--- src/rtl/apb_master_bridge_if.sv ---
// -----------------------------------------------------------------------------
// apb_master_bridge_if
// Bundles the command, response and APB bus signals of the APB master bridge.
//   command : cmd_valid, cmd_ready, cmd_addr, cmd_write, cmd_wdata
//   response: rsp_valid, rsp_ready, rsp_rdata, rsp_err, rsp_timeout
//   APB     : psel, penable, pwrite, paddr, pwdata, prdata, pready, pslverr
// Modports:
//   master - the bridge itself (drives cmd_ready, rsp_*, APB requests)
//   slave  - the environment around the bridge (requester, consumer, APB slave)
// -----------------------------------------------------------------------------
interface apb_master_bridge_if #(
    parameter int DATA_WIDTH = 32,
    parameter int ADDR_WIDTH = 32
);
    logic                  cmd_valid;
    logic                  cmd_ready;
    logic [ADDR_WIDTH-1:0] cmd_addr;
    logic                  cmd_write;
    logic [DATA_WIDTH-1:0] cmd_wdata;

    logic                  rsp_valid;
    logic                  rsp_ready;
    logic [DATA_WIDTH-1:0] rsp_rdata;
    logic                  rsp_err;
    logic                  rsp_timeout;

    logic                  psel;
    logic                  penable;
    logic                  pwrite;
    logic [ADDR_WIDTH-1:0] paddr;
    logic [DATA_WIDTH-1:0] pwdata;
    logic [DATA_WIDTH-1:0] prdata;
    logic                  pready;
    logic                  pslverr;

    modport master (
        input  cmd_valid, cmd_addr, cmd_write, cmd_wdata, rsp_ready,
               prdata, pready, pslverr,
        output cmd_ready, rsp_valid, rsp_rdata, rsp_err, rsp_timeout,
               psel, penable, pwrite, paddr, pwdata
    );

    modport slave (
        output cmd_valid, cmd_addr, cmd_write, cmd_wdata, rsp_ready,
               prdata, pready, pslverr,
        input  cmd_ready, rsp_valid, rsp_rdata, rsp_err, rsp_timeout,
               psel, penable, pwrite, paddr, pwdata
    );
endinterface

--- src/rtl/apb_master_bridge.sv ---
// -----------------------------------------------------------------------------
// apb_master_bridge
// Turns a valid/ready command into a single APB transfer and returns the
// outcome on a valid/ready response channel. An ACCESS phase that sees no
// pready for TIMEOUT cycles is aborted and reported as an error + timeout.
// Ports:
//   pclk    - clock, rising edge
//   presetn - asynchronous active-low reset
//   bus     - apb_master_bridge_if.master (command, response and APB signals)
// -----------------------------------------------------------------------------
module apb_master_bridge #(
    parameter int DATA_WIDTH = 32,
    parameter int ADDR_WIDTH = 32,
    parameter int TIMEOUT    = 15   // 1..255
) (
    input  logic                   pclk,
    input  logic                   presetn,
    apb_master_bridge_if.master    bus
);

    typedef enum logic [1:0] {IDLE, SETUP, ACCESS, RESP} state_e;

    localparam logic [7:0] TIMEOUT_LIM = 8'(TIMEOUT);

    state_e                state_q;
    logic                  cmd_ready_q;
    logic                  psel_q;
    logic                  penable_q;
    logic                  pwrite_q;
    logic [ADDR_WIDTH-1:0] paddr_q;
    logic [DATA_WIDTH-1:0] pwdata_q;
    logic                  rsp_valid_q;
    logic [DATA_WIDTH-1:0] rsp_rdata_q;
    logic                  rsp_err_q;
    logic                  rsp_timeout_q;
    logic [7:0]            wait_cnt_q;   // ACCESS cycles seen with pready low

    // NOTE: every register here uses non-blocking assignments so all state
    // updates on an edge see the pre-edge values of the others; the reset
    // branch is asynchronous, so presetn clears outputs without a clock.
    always_ff @(posedge pclk or negedge presetn) begin
        if (!presetn) begin
            state_q       <= IDLE;
            cmd_ready_q   <= 1'b0;
            psel_q        <= 1'b0;
            penable_q     <= 1'b0;
            pwrite_q      <= 1'b0;
            paddr_q       <= '0;
            pwdata_q      <= '0;
            rsp_valid_q   <= 1'b0;
            rsp_rdata_q   <= '0;
            rsp_err_q     <= 1'b0;
            rsp_timeout_q <= 1'b0;
            wait_cnt_q    <= '0;
        end else begin
            case (state_q)
                IDLE: begin
                    // cmd_ready is low for the first cycle after reset, so
                    // acceptance keys off the registered ready, not the state.
                    cmd_ready_q <= 1'b1;
                    if (bus.cmd_valid && cmd_ready_q) begin
                        paddr_q     <= bus.cmd_addr;
                        pwrite_q    <= bus.cmd_write;
                        pwdata_q    <= bus.cmd_wdata;
                        psel_q      <= 1'b1;
                        penable_q   <= 1'b0;
                        cmd_ready_q <= 1'b0;
                        state_q     <= SETUP;
                    end
                end
                SETUP: begin
                    penable_q  <= 1'b1;
                    wait_cnt_q <= '0;
                    state_q    <= ACCESS;
                end
                ACCESS: begin
                    if (bus.pready) begin
                        // Completion beats a timeout landing on the same edge.
                        rsp_rdata_q   <= pwrite_q ? '0 : bus.prdata;
                        rsp_err_q     <= bus.pslverr;
                        rsp_timeout_q <= 1'b0;
                        psel_q        <= 1'b0;
                        penable_q     <= 1'b0;
                        rsp_valid_q   <= 1'b1;
                        state_q       <= RESP;
                    end else begin
                        wait_cnt_q <= wait_cnt_q + 8'd1;
                        if (wait_cnt_q + 8'd1 == TIMEOUT_LIM) begin
                            rsp_rdata_q   <= '0;
                            rsp_err_q     <= 1'b1;
                            rsp_timeout_q <= 1'b1;
                            psel_q        <= 1'b0;
                            penable_q     <= 1'b0;
                            rsp_valid_q   <= 1'b1;
                            state_q       <= RESP;
                        end
                    end
                end
                RESP: begin
                    if (bus.rsp_ready) begin
                        rsp_valid_q <= 1'b0;
                        cmd_ready_q <= 1'b1;
                        state_q     <= IDLE;
                    end
                end
                default: state_q <= IDLE;
            endcase
        end
    end

    assign bus.cmd_ready   = cmd_ready_q;
    assign bus.psel        = psel_q;
    assign bus.penable     = penable_q;
    assign bus.pwrite      = pwrite_q;
    assign bus.paddr       = paddr_q;
    assign bus.pwdata      = pwdata_q;
    assign bus.rsp_valid   = rsp_valid_q;
    assign bus.rsp_rdata   = rsp_rdata_q;
    assign bus.rsp_err     = rsp_err_q;
    assign bus.rsp_timeout = rsp_timeout_q;

endmodule

--- src/flat_wrapper.sv ---
// flat-port wrapper written by rule: the top's interface ports become plain ports
module apb_master_bridge_flat 
#(
    parameter int DATA_WIDTH = 32,
    parameter int ADDR_WIDTH = 32,
    parameter int TIMEOUT    = 15            
)
  (pclk, presetn, bus_cmd_valid, bus_cmd_addr, bus_cmd_write, bus_cmd_wdata, bus_rsp_ready, bus_prdata, bus_pready, bus_pslverr, bus_cmd_ready, bus_rsp_valid, bus_rsp_rdata, bus_rsp_err, bus_rsp_timeout, bus_psel, bus_penable, bus_pwrite, bus_paddr, bus_pwdata);
  apb_master_bridge_if #(.DATA_WIDTH(DATA_WIDTH), .ADDR_WIDTH(ADDR_WIDTH)) bus_i ();
  input  logic pclk;
  input  logic presetn;
  input wire logic [$bits(bus_i.cmd_valid)-1:0] bus_cmd_valid;
  input wire logic [$bits(bus_i.cmd_addr)-1:0] bus_cmd_addr;
  input wire logic [$bits(bus_i.cmd_write)-1:0] bus_cmd_write;
  input wire logic [$bits(bus_i.cmd_wdata)-1:0] bus_cmd_wdata;
  input wire logic [$bits(bus_i.rsp_ready)-1:0] bus_rsp_ready;
  input wire logic [$bits(bus_i.prdata)-1:0] bus_prdata;
  input wire logic [$bits(bus_i.pready)-1:0] bus_pready;
  input wire logic [$bits(bus_i.pslverr)-1:0] bus_pslverr;
  output wire logic [$bits(bus_i.cmd_ready)-1:0] bus_cmd_ready;
  output wire logic [$bits(bus_i.rsp_valid)-1:0] bus_rsp_valid;
  output wire logic [$bits(bus_i.rsp_rdata)-1:0] bus_rsp_rdata;
  output wire logic [$bits(bus_i.rsp_err)-1:0] bus_rsp_err;
  output wire logic [$bits(bus_i.rsp_timeout)-1:0] bus_rsp_timeout;
  output wire logic [$bits(bus_i.psel)-1:0] bus_psel;
  output wire logic [$bits(bus_i.penable)-1:0] bus_penable;
  output wire logic [$bits(bus_i.pwrite)-1:0] bus_pwrite;
  output wire logic [$bits(bus_i.paddr)-1:0] bus_paddr;
  output wire logic [$bits(bus_i.pwdata)-1:0] bus_pwdata;
  assign bus_i.cmd_valid = bus_cmd_valid;
  assign bus_i.cmd_addr = bus_cmd_addr;
  assign bus_i.cmd_write = bus_cmd_write;
  assign bus_i.cmd_wdata = bus_cmd_wdata;
  assign bus_i.rsp_ready = bus_rsp_ready;
  assign bus_i.prdata = bus_prdata;
  assign bus_i.pready = bus_pready;
  assign bus_i.pslverr = bus_pslverr;
  assign bus_cmd_ready = bus_i.cmd_ready;
  assign bus_rsp_valid = bus_i.rsp_valid;
  assign bus_rsp_rdata = bus_i.rsp_rdata;
  assign bus_rsp_err = bus_i.rsp_err;
  assign bus_rsp_timeout = bus_i.rsp_timeout;
  assign bus_psel = bus_i.psel;
  assign bus_penable = bus_i.penable;
  assign bus_pwrite = bus_i.pwrite;
  assign bus_paddr = bus_i.paddr;
  assign bus_pwdata = bus_i.pwdata;
  apb_master_bridge #(.DATA_WIDTH(DATA_WIDTH), .ADDR_WIDTH(ADDR_WIDTH), .TIMEOUT(TIMEOUT)) u_core (.pclk(pclk), .presetn(presetn), .bus(bus_i));
endmodule
--- config.mk ---
export PLATFORM = sky130hd
export DESIGN_NAME = apb_master_bridge_flat
export DESIGN_NICKNAME = d
export VERILOG_FILES = /design/src/rtl/apb_master_bridge_if.sv /design/src/rtl/apb_master_bridge.sv /design/src/flat_wrapper.sv
export SDC_FILE = /design/constraint.sdc
export NUM_CORES = 1
export LEC_CHECK = 0
export ABC_AREA = 1
export CAP_MARGIN = 20
export CORE_AREA = 2 2 107 109
export CTS_BUF_LIST = sky130_fd_sc_hd__clkbuf_16
export CTS_CLUSTER_SIZE = 40
export DETAILED_ROUTE_END_ITERATION = 10
export DIE_AREA = 0 0 109 111
export PLACE_DENSITY = 0.83
export SLEW_MARGIN = 20
export SYNTH_ARGS = -nofsm -noshare
export SYNTH_HDL_FRONTEND = slang
export SYNTH_SLANG_ARGS = --single-unit
--- constraint.sdc ---
create_clock -name pclk -period 2.8 [get_ports pclk]
set_input_delay 0.84 -clock pclk [delete_from_list [all_inputs] [get_ports pclk]]
set_output_delay 0.84 -clock pclk [all_outputs]
set_load 0.02 [all_outputs]
==> results.md, run 1 <==
- CP max FO: 3
- Total power: 8.76 mW
- Most common cell after layout, fill and taps aside: nand2_1
- Max Root-Sink Buffers: 2
- Vias in the first global route: 4492
- FP Rows: 39
- Via-per-instance ratio: 4.99
- Global route overflow: 0
- Final setup viols: 0
- Latest clock arrival within the worst-skew pair: 400 ps
- Type of the most critical hold path: primary input to async pin
- Mapped cell area: 4800 um^2
- Buf/Inv on CP: 1
- Max_slew headroom: 0.345
- Levels on crit path: 1
- Clock tree from TritonCTS: done
- Count of final max-slew check failures: 0
- Fillcell total: 847
- Port Buffers: 205
- Register area: 2830 um^2
- Antenna cells: 0
- CTS root buf: clkbuf_16
- Critical path's slowest cell: clkdlybuf4s50_1
- WL final: 13.2 mm
- Antenna-violating nets left: 0
- Ports: 206
- Ys flop type: dfrtp_1
- Post-CTS Setup Inserts: 0
- Multi-input logic area: 1750 um^2
- Cells after synthesis: 549
- CP Class: flip-flop to primary output
- CP startpoint: u_core.bus.cmd_ready
- GRT Overall Usage: 0.225
- Syn_nets: 658
- Core area: 11100 um^2
- Initial Util: 0.433
- CP Cell Sequence: clkdlybuf4s50_1
- Largest net degree at the start of global routing: 68
- Setup TNS: 0 ps
- Worst setup SP type: flip-flop
- Design Area, Final: 7540 um^2
- Worst slew pin tran: 982 ps
- Status: complete, no violations
- Cell Pwr Density: 1160 nW/um^2
- Die outline width: 109 um
- Clock transition at path regs: 50 ps
- Die Y: 111 um
- Remaining DRCs: 0
- RSZ-0062 raised after global routing: no
- Vias: 4512
- Layout Skew: 8.07 ps
- Distinct cells, synth: 21
- Avg WL per Cell: 14.6 um
- Final number of hold-violating endpoints: 0
- Final GP Congestion: 0.792
- Net count, final: 858
- Post-synthesis average cell area: 8.74 um^2
- Finished Layout Cells: 904
- Lkg Pwr: 3.64 nW
- Crit end category: primary output
- #FFs+latches synth: 113
- Antenna violations before repair: 0
- Tmin final: 2270 ps
- Final core occ: 0.680
- Critical path data arrival time: 1430 ps
- Worst Path Required: 1960 ps
- TritonCTS Sinks: 113
- Most frequent cells in the layout: nand2_1, clkdlybuf4s50_1, dfrtp_1
- Cell depth of the worst flop-to-flop path: 9
- Peak supply drop: 0.000673 V
- Placed inst area: 6960 um^2
- First-pass GRT wire length: 21.3 mm
- Delay-heaviest family, CP: buffers and inverters
- Starting DRC count in detailed routing: 330
- Share of layout cells above drive strength 1: 0.0696
- Asr flop ratio synth: 1.00
- Placed cells: 873
- Reg-to-reg startpoint: u_core.wait_cnt_q[0]
- Number of buffers created by CTS: 17
- Initial DRT Pass Iterations: 5
- Resized cells post-CTS: 0
- Post-synth EDFFs: 0
- Yosys warns: 0
- Post-CTS Hold Fix Bufs: 0
- Sequential fraction of the synthesis area: 0.589
- Die ar.: 12100 um^2
- H-Tree Depth: 4
- Crit share post-route: 0.809
- Total of max-cap violations: 0
- P&R area growth vs syn: 57.1%
- Fmax: 0.441 GHz
- DP Wirelength: 9.30 mm
- CP max stage delay: 630 ps
[per-layer routing]
layer  vias to the layer above  track usage  routed length [um]
li1                       2161            -                   -
met1                      2125        0.273                5290
met2                       207        0.373                6580
met3                        19       0.0741                1090
met4                         0       0.0752                 202
met5                         -            0                   0
[stage by stage]
step / hold WS [ps] / worst slack [ps]
floorplan: 491 / 1020
global placement: 453 / 455
detailed placement: 457 / 394
CTS: 408 / 515
global route: 424 / 368
finish: 400 / 535
[cells in the mapped netlist, types with 2 or more instances]
cell	n	area (um^2)
dfrtp_1	113	2830
buf_1	4	15.0
nand3_2	9	90.1
inv_1	21	78.8
clkbuf_1	21	78.8
nor2_1	7	26.3
nand2_1	269	1010
nand2_2	2	12.5
o21ai_0	12	60.1
buf_2	2	10.0
o22ai_1	2	12.5
ha_1	6	75.1
nand4_1	33	206
buf_6	4	45.0
nor2_2	3	18.8
nand3_1	36	180
[final timing paths]
path                            slack [ps]                 endpoint
worst max-delay path                   530            bus_cmd_ready
worst min-delay path                   400  u_core.bus.rsp_rdata[8]
worst max register to register         550  u_core.bus.rsp_rdata[1]
worst min register to register         470    u_core.bus.pwdata[24]
max in group asynchronous             1820     u_core.bus.paddr[10]
min in group pclk                      470    u_core.bus.pwdata[24]
[logic make-up (layout without fill, tap and decap cells)]
family	after synthesis	after routing	share of synthesized area
buffers and inverters	52	264	0.0475
and+or+nand+nor	360	360	0.326
DFF	113	113	0.589
adders and majority gates	6	6	0.0156
AOI/OAI and AO/OA	18	18	0.0214
[report_power, final]
| part | internal [mW] | leakage (nW) | switching [mW] |
|---|---|---|---|
| combinational | 1.71 | 1.93 | 2.16 |
| clock | 1.37 | 0.274 | 0.714 |
| sequential | 2.35 | 1.44 | 0.446 |
| total | 5.43 | 3.64 | 3.32 |
[sequential cells by signal, indices dropped and copies added (netlist names)]
name,flops
u_core.bus.paddr,32
u_core.bus.pwdata,32
u_core.bus.rsp_rdata,32
u_core.wait_cnt_q,8
u_core.state_q,2
u_core.bus.cmd_ready,1
u_core.bus.penable,1
u_core.bus.psel,1
u_core.bus.pwrite,1
u_core.bus.rsp_err,1
u_core.bus.rsp_timeout,1
u_core.bus.rsp_valid,1
[layout make-up]
cell class | instances | area share
multi-input cells | 384 | 0.232
repair buffers | 212 | 0.282
inverters | 21 | 0.0105
clock inverters | 14 | 0.0196
flip-flops and latches | 113 | 0.375
well taps | 143 | 0.0237
clock buffers | 17 | 0.0565
Note: power is estimated with default switching activity, not from simulation.
==> inputs of run 2 (changes only) <==
Settings changed: CORE_AREA 2 2 107 109 to 2 2 109 111, DIE_AREA 0 0 109 111 to 0 0 111 113, PLACE_DENSITY 0.83 to 0.8.
Clock period 2.8 ns to 2.4 ns, I/O delays scaled along.
==> run 2 against run 1 <==
Clock power increased by 10%. Setup slack got worse by 280 ps. Count of clock-buffer cells in the layout unchanged. Via count increased by 1.5%. Sequential cell count unchanged. Critical endpoint is now bus_paddr[7].
==> results.md, run 2 (synthesis results as in run 1) <==
- Via-per-instance ratio: 5.03 (+0.68%)
- RSZ-0062 raised after global routing: no
- Reg-to-reg startpoint: u_core.wait_cnt_q[0]
- Critical path's slowest cell: clkdlybuf4s50_1
- Most common cell after layout, fill and taps aside: nand2_1
- Max_slew headroom: 0.336 (-0.00886)
- Crit end category: primary output
- First-pass GRT wire length: 22.3 mm (+4.4%)
- Core area: 11300 um^2 (+1.8%)
- Die outline width: 111 um (+1.8%)
- CP Cell Sequence: clkdlybuf4s50_1
- Initial DRT Pass Iterations: 4 (-1)
- Met1 usage: 0.246 (-0.0271)
- Latest clock arrival within the worst-skew pair: 410 ps (about the same)
- WL final: 13.4 mm (+2.0%)
- Lkg Pwr: 3.66 nW (+0.47%)
- Number of buffers created by CTS: 17 (unchanged)
- TritonCTS Sinks: 113 (unchanged)
- CP startpoint: u_core.bus.paddr[7]
- Worst setup SP type: flip-flop
- Share of layout cells above drive strength 1: 0.0820 (+0.0124)
- Initial Util: 0.426 (-0.00750)
- Starting DRC count in detailed routing: 361 (+9.4%)
- Most frequent cells in the layout: nand2_1, clkdlybuf4s50_1, dfrtp_1
- CTS root buf: clkbuf_16
- Post-CTS Setup Inserts: 0 (unchanged)
- Largest net degree at the start of global routing: 64 (-5.9%)
- Net count, final: 865 (+0.82%)
- Multi-input logic area: 1750 um^2 (unchanged)
- Status: complete, no violations
- Critical path data arrival time: 1430 ps (about the same)
- H-Tree Depth: 4 (unchanged)
- Cell Pwr Density: 1340 nW/um^2 (+15%)
- Resized cells post-CTS: 0 (unchanged)
- Buf/Inv on CP: 1 (unchanged)
- Clock tree from TritonCTS: done
- P&R area growth vs syn: 58.1%
- Cell depth of the worst flop-to-flop path: 11 (+2)
- Termination of the worst setup path: bus_paddr[7]
- Final GP Congestion: 0.786 (-0.83%)
- Fillcell total: 867 (+2.4%)
- Total of max-cap violations: 0 (unchanged)
- Count of final max-slew check failures: 0 (unchanged)
- Type of the most critical hold path: primary input to async pin
- Final number of hold-violating endpoints: 0 (unchanged)
- Fmax: 0.465 GHz
- Setup ws final: 250 ps (-285 ps)
- Remaining DRCs: 0 (unchanged)
- Clock transition at path regs: 60 ps (about the same)
- Antenna-violating nets left: 0 (unchanged)
- CP max stage delay: 630 ps (about the same)
- Avg WL per Cell: 14.7 um (+1.2%)
- Layout Skew: 9.56 ps (+1.49 ps)
- Peak supply drop: 0.000723 V (+7.5%)
- Vias in the first global route: 4657 (+3.7%)
- Die Y: 113 um (+1.8%)
- FP Rows: 39 (unchanged)
- GR Util met3: 0.0986 (+0.0245)
- Vias: 4578 (+1.5%)
- Setup TNS: 0 ps (unchanged)
- Antenna cells: 0 (unchanged)
- FF-to-FF setup slack: 360 ps (-190 ps)
- Antenna violations before repair: 0 (unchanged)
- Global route overflow: 0 (unchanged)
- CP Class: flip-flop to primary output
- GRT Overall Usage: 0.221 (-0.00400)
- Ports: 206 (unchanged)
- Levels on crit path: 1 (unchanged)
- Place WS: 190 ps (-204 ps)
- Crit share post-route: 0.896
- CP max FO: 2 (-1)
- Die ar.: 12500 um^2 (+3.7%)
- Global routing's busiest layer: met2
- Worst slew pin tran: 995 ps (+13.3 ps)
- Worst Path Required: 1680 ps (-280 ps)
- M2 GR Usage: 0.371 (-0.00130)
- Max Root-Sink Buffers: 2 (unchanged)
- Tmin final: 2150 ps
- Register area: 2830 um^2 (unchanged)
- Delay-heaviest family, CP: buffers and inverters
- Final setup viols: 0 (unchanged)
- Port Buffers: 205 (unchanged)
- R2r endpoint: u_core.bus.rsp_err
- DP Wirelength: 9.76 mm (+5.0%)
- Post-CTS Hold Fix Bufs: 0 (unchanged)
==> run 2: cell count changes in the layout (fill, tap and decap cells not counted) <==
| cell | previous run | this run |
|---|---|---|
| buf_4 | 6 | 11 |
| clkinvlp_4 | 3 | 7 |
| clkinv_1 | 4 | 1 |
| buf_12 | 2 | 4 |
| bufinv_16 | 3 | 1 |
| clkinv_2 | 4 | 3 |
| clkinv_4 | 0 | 1 |
| inv_6 | 0 | 1 |
==> run 2: how the worst min path moves through the flow <==
| stage | cells past startpoint | endpoint | slack, ps | startpoint |
|---|---|---|---|---|
| 6_report | 1 | u_core.bus.pwdata[1] | 190 | presetn |
| 4_1_cts | 1 | u_core.bus.pwdata[1] | 200 | presetn |
| 3_5_place_dp | 2 | u_core.bus.paddr[1] | 460 | u_core.bus.paddr[1] |
| 2_1_floorplan | 0 | u_core.bus.cmd_ready | 420 | presetn |
| 3_3_place_gp | 2 | u_core.bus.pwdata[10] | 450 | u_core.bus.pwdata[10] |
| 5_1_grt | 1 | u_core.bus.pwdata[1] | 210 | presetn |
==> run 2: metrics by stage <==
stage               cells  area [um^2]   util  hold slack (ps)  power (mW)
finish                911         7580  0.673              194        10.1
global route          911         7580  0.673              206        10.8
CTS                   911         7580  0.673              197        10.3
detailed placement    880         7040  0.625              458        7.91
global placement      880         7040  0.625              453        7.76
floorplan             549         4800      -              424        5.55
==> run 2: layer usage <==
layer	wire length, um	up-vias	share of wire
li1	-	2171	-
met1	5110	2157	0.38
met2	6540	214	0.49
met3	1380	36	0.10
met4	406	0	0.030
met5	0	-	0
==> run 2: final cells by class <==
class	count	area share
clock inverters	14	0.0157
multi-input cells	384	0.231
repair buffers	219	0.291
clock buffers	17	0.0561
flip-flops and latches	113	0.373
well taps	143	0.0236
inverters	21	0.0104
==> run 2: power breakdown <==
part | internal [mW] | leakage [nW] | switching [mW]
combinational | 2.05 | 1.97 | 2.56
clock | 1.41 | 0.247 | 0.880
sequential | 2.74 | 1.44 | 0.503
total | 6.20 | 3.66 | 3.95
